### src/rtl/dcache_rpt_pkg.sv
// Shared widths, stride-state encoding and table-entry layout for the D-cache RPT.
// The pctag field exists only when DC_RPT_PCTAG_EN is defined.
package dcache_rpt_pkg;

    localparam int unsigned RPT_ENTRIES = 16;
    localparam int unsigned RPT_PCTAG   = 8;
    localparam int unsigned RPT_STRIDE  = 4;
    localparam int unsigned RPT_IDX_W   = $clog2(RPT_ENTRIES);
    localparam int unsigned TAG_W       = 27;
    localparam int unsigned DROP_W      = 16;

    typedef enum logic [1:0] {
        RPT_INIT,
        RPT_TRANSIENT,
        RPT_STEADY,
        RPT_NOPRED
    } rpt_state_t;

    typedef struct packed {
        logic                  valid;
`ifdef DC_RPT_PCTAG_EN
        logic [RPT_PCTAG-1:0]  pctag;
`endif
        logic [TAG_W-1:0]      prev_tag;
        logic [RPT_STRIDE-1:0] stride;
        logic                  dir;
        rpt_state_t            state;
    } rpt_entry_t;

endpackage

### src/rtl/dcache_rpt_stride_calc.sv
// Combinational stride trainer: next table entry, candidate-fire flag and candidate tag.
// With DC_RPT_PCTAG_EN a hit also requires the stored PC tag to match.
module dcache_rpt_stride_calc
    import dcache_rpt_pkg::*;
(
    input  rpt_entry_t            entry,
    input  logic [TAG_W-1:0]      mem_tag,
`ifdef DC_RPT_PCTAG_EN
    input  logic [RPT_PCTAG-1:0]  pctag,
`endif
    input  logic                  sb_hit,
    output rpt_entry_t            next_entry_c,
    output logic                  fire_c,
    output logic [TAG_W-1:0]      cand_tag_c
);
    localparam int unsigned DW = TAG_W + 1;

    logic [DW-1:0] delta;
    logic [DW-1:0] mag;
    logic          hit;
    logic          dir;
    logic          overflow;
    logic          correct;

    // Signed tag delta in DW bits; the sign bit selects the magnitude path.
    always_comb begin
        delta    = {1'b0, mem_tag} - {1'b0, entry.prev_tag};
        mag      = delta[DW-1] ? (~delta + DW'(1)) : delta;
        dir      = !delta[DW-1] && (delta != '0);
        overflow = |mag[DW-1:RPT_STRIDE];
        correct  = !overflow && (mag[RPT_STRIDE-1:0] == entry.stride)
                   && (dir == entry.dir) && (mag != '0);
`ifdef DC_RPT_PCTAG_EN
        hit      = entry.valid && (entry.pctag == pctag);
`else
        hit      = entry.valid;
`endif
    end

    always_comb begin
        next_entry_c = entry;
        fire_c       = 1'b0;
        if (!hit) begin
            next_entry_c.valid    = 1'b1;
`ifdef DC_RPT_PCTAG_EN
            next_entry_c.pctag    = pctag;
`endif
            next_entry_c.prev_tag = mem_tag;
            next_entry_c.stride   = '0;
            next_entry_c.dir      = 1'b0;
            next_entry_c.state    = RPT_INIT;
        end else begin
            next_entry_c.prev_tag = mem_tag;
            if (overflow) begin
                next_entry_c.state = RPT_NOPRED;
            end else if (correct) begin
                next_entry_c.state = (entry.state == RPT_NOPRED) ? RPT_TRANSIENT : RPT_STEADY;
            end else begin
                case (entry.state)
                    RPT_INIT: begin
                        next_entry_c.state  = RPT_TRANSIENT;
                        next_entry_c.stride = mag[RPT_STRIDE-1:0];
                        next_entry_c.dir    = dir;
                    end
                    RPT_STEADY: begin
                        next_entry_c.state  = RPT_INIT;
                    end
                    default: begin
                        next_entry_c.state  = RPT_NOPRED;
                        next_entry_c.stride = mag[RPT_STRIDE-1:0];
                        next_entry_c.dir    = dir;
                    end
                endcase
            end
            // Fire on entering STEADY, or when a steady stream stops hitting the buffer.
            fire_c = (next_entry_c.state == RPT_STEADY) && (next_entry_c.stride != '0)
                     && ((entry.state != RPT_STEADY) || !sb_hit);
        end
    end

    always_comb begin
        cand_tag_c = next_entry_c.dir ? (mem_tag + TAG_W'(next_entry_c.stride))
                                      : (mem_tag - TAG_W'(next_entry_c.stride));
    end

endmodule

### src/rtl/dcache_rpt.sv
// Reference prediction table for the D-cache stride prefetcher: 2-stage read/update
// pipeline with write-to-read forwarding and a one-deep candidate slot. Option: DC_RPT_PCTAG_EN.
module dcache_rpt
    import dcache_rpt_pkg::*;
(
    input  logic                  clk,
    input  logic                  rst,
    input  logic                  mem_valid,
    input  logic [31:0]           mem_pc,
    input  logic [TAG_W-1:0]      mem_tag,
    input  logic                  mem_sb_hit,
    output logic                  rpt_pf_valid,
    output logic [TAG_W-1:0]      rpt_pf_tag,
    output logic [RPT_STRIDE-1:0] rpt_pf_stride,
    output logic                  rpt_pf_direction,
    input  logic                  rpt_pf_ready,
    output logic [DROP_W-1:0]     rpt_drop_cnt
);
    localparam int unsigned PCTAG_LSB = 2 + RPT_IDX_W;

    rpt_entry_t             tbl [RPT_ENTRIES];
    logic [RPT_ENTRIES-1:0] tbl_valid;

    logic [RPT_IDX_W-1:0]   s1_idx;
    rpt_entry_t             rd_entry_c;

    logic                   s2_valid;
    logic [RPT_IDX_W-1:0]   s2_idx;
    logic [TAG_W-1:0]       s2_tag;
    logic                   s2_sb_hit;
    rpt_entry_t             s2_entry;

    rpt_entry_t             wr_entry_c;
    logic                   fire_c;
    logic [TAG_W-1:0]       cand_tag_c;
    logic                   unused_pc;

    assign s1_idx = mem_pc[2 +: RPT_IDX_W];

`ifdef DC_RPT_PCTAG_EN
    logic [RPT_PCTAG-1:0]   s1_pctag;
    logic [RPT_PCTAG-1:0]   s2_pctag;
    assign s1_pctag  = mem_pc[PCTAG_LSB +: RPT_PCTAG];
    assign unused_pc = ^{mem_pc[31:PCTAG_LSB+RPT_PCTAG], mem_pc[1:0]};
`else
    assign unused_pc = ^{mem_pc[31:PCTAG_LSB], mem_pc[1:0]};
`endif

    // S1 read; a same-index S2 write in this cycle wins over the array.
    always_comb begin
        rd_entry_c       = tbl[s1_idx];
        rd_entry_c.valid = tbl_valid[s1_idx];
        if (s2_valid && (s2_idx == s1_idx)) begin
            rd_entry_c = wr_entry_c;
        end
    end

    always_ff @(posedge clk or negedge rst) begin
        if (!rst) begin
            s2_valid  <= 1'b0;
            s2_idx    <= '0;
            s2_tag    <= '0;
            s2_sb_hit <= 1'b0;
            s2_entry  <= '0;
`ifdef DC_RPT_PCTAG_EN
            s2_pctag  <= '0;
`endif
        end else begin
            s2_valid <= mem_valid;
            if (mem_valid) begin
                s2_idx    <= s1_idx;
                s2_tag    <= mem_tag;
                s2_sb_hit <= mem_sb_hit;
                s2_entry  <= rd_entry_c;
`ifdef DC_RPT_PCTAG_EN
                s2_pctag  <= s1_pctag;
`endif
            end
        end
    end

    dcache_rpt_stride_calc u_calc (
        .entry        (s2_entry),
        .mem_tag      (s2_tag),
`ifdef DC_RPT_PCTAG_EN
        .pctag        (s2_pctag),
`endif
        .sb_hit       (s2_sb_hit),
        .next_entry_c (wr_entry_c),
        .fire_c       (fire_c),
        .cand_tag_c   (cand_tag_c)
    );

    // Valid bits carry the reset; entry payload is qualified by them.
    always_ff @(posedge clk or negedge rst) begin
        if (!rst) begin
            tbl_valid <= '0;
        end else if (s2_valid) begin
            tbl_valid[s2_idx] <= 1'b1;
        end
    end

    always_ff @(posedge clk) begin
        if (s2_valid) begin
            tbl[s2_idx] <= wr_entry_c;
        end
    end

    // Candidate slot: oldest pending candidate is kept, newcomers are counted as drops.
    always_ff @(posedge clk or negedge rst) begin
        if (!rst) begin
            rpt_pf_valid     <= 1'b0;
            rpt_pf_tag       <= '0;
            rpt_pf_stride    <= '0;
            rpt_pf_direction <= 1'b0;
            rpt_drop_cnt     <= '0;
        end else if (s2_valid && fire_c) begin
            if (!rpt_pf_valid || rpt_pf_ready) begin
                rpt_pf_valid     <= 1'b1;
                rpt_pf_tag       <= cand_tag_c;
                rpt_pf_stride    <= wr_entry_c.stride;
                rpt_pf_direction <= wr_entry_c.dir;
            end else if (rpt_drop_cnt != '1) begin
                rpt_drop_cnt <= rpt_drop_cnt + DROP_W'(1);
            end
        end else if (rpt_pf_ready) begin
            rpt_pf_valid <= 1'b0;
        end
    end

endmodule

### config.mk
export PLATFORM = sky130hd
export DESIGN_NAME = dcache_rpt
export DESIGN_NICKNAME = d
export VERILOG_FILES = /design/src/rtl/dcache_rpt_pkg.sv /design/src/rtl/dcache_rpt_stride_calc.sv /design/src/rtl/dcache_rpt.sv
export SDC_FILE = /design/constraint.sdc
export NUM_CORES = 1
export LEC_CHECK = 0
export CAP_MARGIN = 20
export CORE_UTILIZATION = 35
export CTS_CLUSTER_DIAMETER = 150
export CTS_CLUSTER_SIZE = 24
export DETAILED_ROUTE_END_ITERATION = 10
export PLACE_DENSITY = 0.62
export SYNTH_ARGS = -nofsm -noshare
export SYNTH_HDL_FRONTEND = slang
export SYNTH_HIERARCHICAL = 1
export SYNTH_SLANG_ARGS = --single-unit
### constraint.sdc
create_clock -name clk -period 25.4 [get_ports clk]
set_input_delay 5.08 -clock clk [delete_from_list [all_inputs] [get_ports clk]]
set_output_delay 5.08 -clock clk [all_outputs]
set_load 0.01 [all_outputs]
==> results of run 1 <==
worst register-to-register path, delay by kind of cell, from the launching register on:
kind / cells / cell delay (ns)
AO/OA/AOI/OAI: 17 / 4.55
AND/OR/NAND/NOR: 9 / 2.80
adder cells (fa/ha/maj): 3 / 1.14
flip-flops: 1 / 0.95
buffers and inverters: 2 / 0.59
multiplexers: 2 / 0.54
routing by layer:
layer  global-route usage [%]  vias up  share of wire [%]
met3                     2.23       97                4.9
met5                        0        -              0.014
met1                     22.4    10200                 42
met2                     31.9      509                 51
li1                         -     8835                  -
met4                     3.94        2                2.0
power breakdown:
group | internal [W] | switching [W]
Combinational | 0.000243 | 0.000420
Clock | 0.000263 | 0.000346
Sequential | 0.00126 | 0.0000374
metrics by stage:
stage / hold WS (ns) / power, W
final: 0.469 / 0.00257
after global routing: 0.490 / 0.00268
after CTS: 0.471 / 0.00259
after detailed placement: 0.447 / 0.00198
after global placement: 0.444 / 0.00197
after floorplan: 0.430 / 0.00179
how the worst max path moves through the flow:
stage | from | to | cells after the start
6_report | s2_tag[14] | rpt_pf_tag[26] | 33
4_1_cts | s2_tag[14] | rpt_pf_tag[26] | 33
5_1_grt | s2_tag[14] | rpt_pf_tag[24] | 32
3_5_place_dp | s2_tag[14] | rpt_pf_tag[26] | 33
3_3_place_gp | s2_tag[14] | rpt_pf_tag[24] | 34
2_1_floorplan | s2_tag[0] | rpt_pf_tag[26] | 33
final cells by class:
type                       count  area, sq um
fill                        8511        56300
sequential                   677        19700
multi-input combinational   1328        11700
tap                         1243         1560
timing repair buffer         141         1290
clock buffer                  54          947
inverter                      85          319
clock inverter                 5         51.3
flip-flops by register name, indices dropped and copies added, names as in the netlist:
name / count
rpt_pf_valid: 1
s2_sb_hit: 1
s2_valid: 1
s2_tag: 27
rpt_pf_stride: 4
rpt_pf_direction: 1
s2_idx: 4
rpt_drop_cnt: 16
s2_entry: 35
tbl_valid: 16
rpt_pf_tag: 27
tbl: 544
synthesized netlist by cell type, types with 7 or more instances:
library cell	instances	area, sq um
mux2i_1	76	761
buf_4	39	293
mux2_2	103	1160
o2111ai_1	8	70.1
a21o_1	14	105
edfxtp_1	544	16300
o21bai_1	7	52.6
mux4_1	72	1890
and2_1	19	119
or3_1	15	93.8
mux4_2	33	743
ha_1	46	576
or2_2	25	156
clkbuf_1	58	218
and3_1	13	81.3
nand2b_1	13	81.3
nor2_1	110	413
dfrtp_1	133	3330
o22ai_1	8	50.1
xnor2_1	51	447
o21a_1	10	75.1
nor2b_1	8	50.1
inv_1	84	315
nand2_1	125	469
o31ai_1	8	60.1
a221oi_1	41	359
nand3_1	28	140
a31oi_1	48	300
o31a_1	8	70.1
buf_6	13	146
o211ai_1	24	180
nor3_1	41	205
buf_2	41	205
a41o_1	37	370
o21ai_0	90	450
a21oi_1	63	315
nand4_1	20	125
xor2_1	18	158
logic make-up after synthesis:
| family | synth area share (%) |
|---|---|
| AOI/OAI and AO/OA | 10.3 |
| DFF | 60.6 |
| xor gates and xnor gates | 1.93 |
| buffers and inverters | 3.79 |
| other | 0.0115 |
| and+or+nand+nor | 7.22 |
| muxes | 14.1 |
| adders and majority gates | 2.05 |
==> reports/results.tsv, run 1 <==
stage	metric	value	unit
run_status	status	complete, no violations	
clock_network	clock_latency	0.59	ns
grt	grt_pass1_wl	126000	um
sta	setup_slack	14.73	ns
sta	timing.final.crit_share	42.0	%
routing	vias_per_cell	5.57	
worst_setup_path	reg2reg_to	rpt_pf_tag[26]	
worst_setup_path	critPathMaxStageDelay	0.95	ns
routing	route.vias.total	19700	
layout	stdcell_count	3533	
grt	grt_pass1_vias	20000	
worst_setup_path	regToRegSetupSlack	14.73	ns
worst_setup_path	reg2reg_from	s2_tag[14]	
synth	syn_inst	2248	
grt	antenna_found_initial	1	
layout	final_cell_mix	544 x edfxtp_1, 133 x dfrtp_1, 125 x nand2_1	
layout	final_nets	2379	
synth	ys_seq_elements	677	
sta	max_slew_margin	29.5	%
synth	syn_area_per_cell	14.4	sq um
placement	dpl-instance-area	0.0345	sq mm
placement	place.gp.congestion	0.881	
clock_network	cts-resized-gates	0	
floorplan	die_w	307	um
clock_network	clkTransAtPathRegs	0.10	ns
placement	dpl.cell_count	3472	
clock_network	cts_buffer_depth	3	
clock_network	cts_setup_buffers	0	
layout	layout_commonest_cell	edfxtp_1	
floorplan	rows	111	
clock_network	numCtsBuffers	34	
grt	track_usage	17.7	%
worst_setup_path	cp.arrival	11.15	ns
grt	grt_max_degree	75	
sta	finalSetupTns	0	ns
run	cap_violations	0	
routing	wl_per_cell	23.8	um
worst_setup_path	path_buf_inv	2	
clock_network	holdBufCountCts	0	
sta	period_minus_slack	10.67	ns
worst_hold_path	min_from	tbl_valid[6]	
layout	diodes	0	
synth	synth_edf_count	544	
worst_setup_path	slowest_stage	dfrtp_1	
clock_network	clock-sinks	677	
worst_setup_path	critPathRequiredTime	25.89	ns
power	vdd_drop_max	0.0000372	V
worst_setup_path	critPathCaptureType	flop	
routing	ant_nets	0	
worst_setup_path	crit_path_start_kind	flop	
floorplan	die_area	0.0940	sq mm
synth	synth_cell_types	114	
power	leakage	12.6	nW
synth	ys_warn_count	6	
routing	wl	83900	um
worst_hold_path	holdPathEnd	tbl_valid[6]	
sta	fmax	93.8	MHz
clock_network	htree_levels	2	
worst_setup_path	ff2ff_path_depth	33	
routing	drc_errors	0	
clock_network	clockRootBuffer	clkbuf_16	
synth	synthArstFlopShare	19.6	%
placement	pre_cts_ws	14.90	ns
layout	fin_util	38.7	%
sta	hold_viol	0	
worst_hold_path	worstHoldPathType	reg -> reg	
floorplan	die_height	307	um
routing	first_iter_violations	1698	
worst_setup_path	crit_family	compound AO/OA/AOI/OAI gates	
layout	area_growth	9.46	%
sta	finalMaxSlewViolations	0	
floorplan	io_pins	113	
layout	drive_above_1_share	14.0	%
sta	rsz0062_at_grt	false	
synth	ys.flop_type	edfxtp_1	
worst_setup_path	cp_common_cell	o31a_1	
worst_hold_path	hold_depth	1	
floorplan	start_util	35.4	%
sta	tightest_slew	1.06	ns
grt	grt_overflow	0	
power	power_density	72.4	mW/mm^2
placement	port_buffers	84	
worst_setup_path	crit_fanout	26	
synth	seq_area_frac_synth	60.6	%
layout	final_area	0.0355	sq mm
routing	dr.pass1.iters	5	
sta	setup_viol	0	
clock_network	cts_tree	built	
synth	synth_nets	2360	
synth	syn_area	0.0325	sq mm
worst_setup_path	critical_path_class	reg -> reg	
floorplan	core_area	0.0918	sq mm
placement	dp.final_hpwl	53300	um
sta	fin_skew	0.0260	ns
No activity file was read; power rests on OpenSTA's default activity.
==> run 2: changes to the inputs <==
==> constraint.sdc (replaced) <==
create_clock -name clk -period 11 [get_ports clk]
set_input_delay 2.2 -clock clk [delete_from_list [all_inputs] [get_ports clk]]
set_output_delay 2.2 -clock clk [all_outputs]
set_load 0.01 [all_outputs]
==> run 2 against run 1 <==
- design area grew 0.30%
- critical endpoint unchanged
- largest power group unchanged
- clock power grew 130%
- register-to-register slack lost 14 ns
- hold slack lost 0.0019 ns
- sequential power grew 130%
- wire length grew 1.3%
==> reports/results.tsv, run 2 (synthesized netlist as in run 1, its figures left out) <==
stage	metric	value	unit	change
clock_network	cts-resized-gates	0		unchanged
worst_setup_path	cp_common_cell	o31a_1		
power	leakage	12.7	nW	+0.47%
run_status	status	complete, no violations		
clock_network	clkTransAtPathRegs	0.10	ns	about the same
worst_setup_path	cp.arrival	10.64	ns	-0.51 ns
power	power_density	167	mW/mm^2	+130%
worst_setup_path	regToRegSetupSlack	0.86	ns	-13.88 ns
routing	first_iter_violations	1610		-5.2%
floorplan	die_area	0.0940	sq mm	unchanged
placement	dp.final_hpwl	53500	um	+0.37%
clock_network	clockRootBuffer	clkbuf_16		
sta	fmax	98.6	MHz	+5.2%
sta	period_minus_slack	10.14	ns	-0.524 ns
clock_network	clock-sinks	677		unchanged
worst_hold_path	worstHoldPathType	reg -> reg		
sta	hold_viol	0		unchanged
sta	setup_viol	0		unchanged
grt	grt_max_degree	85		+13%
grt	grt_pass1_wl	128000	um	+1.6%
layout	area_growth	9.79	%	
sta	tightest_slew	1.06	ns	-0.000459 ns
sta	max_slew_margin	29.5	%	+0.031 points
worst_setup_path	slowest_stage	dfrtp_1		
power	power.total	0.00595	W	+130%
layout	largest_registers	tbl x544, s2_entry x35		
routing	route.vias.total	19800		+0.83%
clock_network	holdBufCountCts	0		unchanged
grt	grt_pass1_vias	19900		-0.57%
worst_setup_path	critical_path_class	reg -> reg		
floorplan	start_util	35.4	%	unchanged
floorplan	rows	111		unchanged
layout	final_nets	2392		+0.55%
routing	dr.pass1.iters	6		+1
sta	finalMaxSlewViolations	0		unchanged
sta	timing.final.crit_share	92.2	%	+50 points
layout	layout_commonest_cell	edfxtp_1		
power	vdd_drop_max	0.000100	V	+170%
worst_setup_path	crit_fanout	20		-23%
routing	drc_errors	0		unchanged
clock_network	cts_buffer_depth	3		unchanged
floorplan	core_area	0.0918	sq mm	unchanged
clock_network	clock_latency	0.60	ns	about the same
worst_setup_path	critPathMaxStageDelay	0.82	ns	-0.13 ns
layout	fillers	8440		-0.83%
clock_network	numCtsBuffers	34		unchanged
sta	finalSetupTns	0	ns	unchanged
layout	drive_above_1_share	14.4	%	+0.43 points
routing	wl	85000	um	+1.3%
placement	port_buffers	84		unchanged
sta	fin_skew	0.0385	ns	+0.0126 ns
worst_setup_path	critPathRequiredTime	11.50	ns	-14.39 ns
sta	rsz0062_at_grt	false		
routing	vias_per_cell	5.59		+0.41%
floorplan	die_height	307	um	unchanged
layout	largest-register	tbl		
placement	place.gp.congestion	0.883		+0.23%
routing	ant_nets	0		unchanged
grt	track_usage	17.9	%	+0.29 points
floorplan	io_pins	113		unchanged
clock_network	cts_setup_buffers	0		unchanged
layout	diodes	0		unchanged
clock_network	cts_tree	built		
grt	antenna_found_initial	1		unchanged
floorplan	die_w	307	um	unchanged
routing	wl_per_cell	24.0	um	+0.87%
layout	final_cell_mix	544 x edfxtp_1, 133 x dfrtp_1, 125 x nand2_1		
run	cap_violations	0		unchanged
grt	grt_overflow	0		unchanged
worst_setup_path	critPathCaptureType	flop		
layout	largest_reg_flops	544		unchanged
worst_setup_path	crit_path_start_kind	flop		
clock_network	htree_levels	2		unchanged
## run 2: per-layer routing
metal  vias to the layer above  global-route usage [%]  share of wire (%)  wire [um]
met5                         -                       0              0.014         12
met4                         2                    4.19                2.1       1790
met3                       101                    2.10                4.7       4000
met2                       576                    32.1                 51      43500
met1                     10300                    23.1                 42      35700
li1                       8853                       -                  -          -
## run 2: critical path, delay by kind of cell, from the launching register on
| family | cells | cell delay, ns |
|---|---|---|
| xor gates and xnor gates | 1 | 0.22 |
| muxes | 2 | 0.53 |
| adders and majority gates | 4 | 1.34 |
| buffers and inverters | 3 | 0.52 |
| DFF | 1 | 0.82 |
| AOI/OAI and AO/OA | 15 | 3.97 |
| and+or+nand+nor | 9 | 2.63 |
## run 2: where the power goes
group	leakage [nW]	switching (W)	total [W]	internal (W)
clock	0.472	0.000799	0.00140	0.000600
sequential	6.55	0.0000687	0.00299	0.00292
combinational	5.69	0.000993	0.00156	0.000570
## run 2: through the flow
step | std cells | hold WS, ns | setup WS, ns | cell area, sq um | util [%]
4_1_cts | 3544 | 0.467 | 1.00 | 35600 | 38.8
2_1_floorplan | 2248 | 0.430 | 2.90 | 32500 | -
5_1_grt | 3548 | 0.475 | 0.304 | 35600 | 38.8
6_report | 3548 | 0.467 | 0.858 | 35600 | 38.8
3_5_place_dp | 3483 | 0.445 | 1.03 | 34600 | 37.7
3_3_place_gp | 3482 | 0.444 | 1.14 | 34600 | 37.7
## run 2: cell type report
type	count	area, sq um	area share, %
flip-flops and latches	677	19700	55.2
multi-input cells	1328	11700	32.9
well taps	1243	1560	4.36
repair buffers	154	1400	3.92
clock buffers	57	937	2.63
inverters	85	319	0.895
clock inverters	4	53.8	0.151
## run 2: worst paths after layout
path                                   start  cells after the start        endpoint
worst max-delay path               s2_tag[0]                     34  rpt_pf_tag[26]
worst min-delay path            tbl_valid[3]                      1    tbl_valid[3]
worst max register to register     s2_tag[0]                     34  rpt_pf_tag[26]
worst min register to register  tbl_valid[3]                      1    tbl_valid[3]
max in group asynchronous                rst                      2       s2_sb_hit
min in group asynchronous                rst                      1  rpt_pf_tag[21]
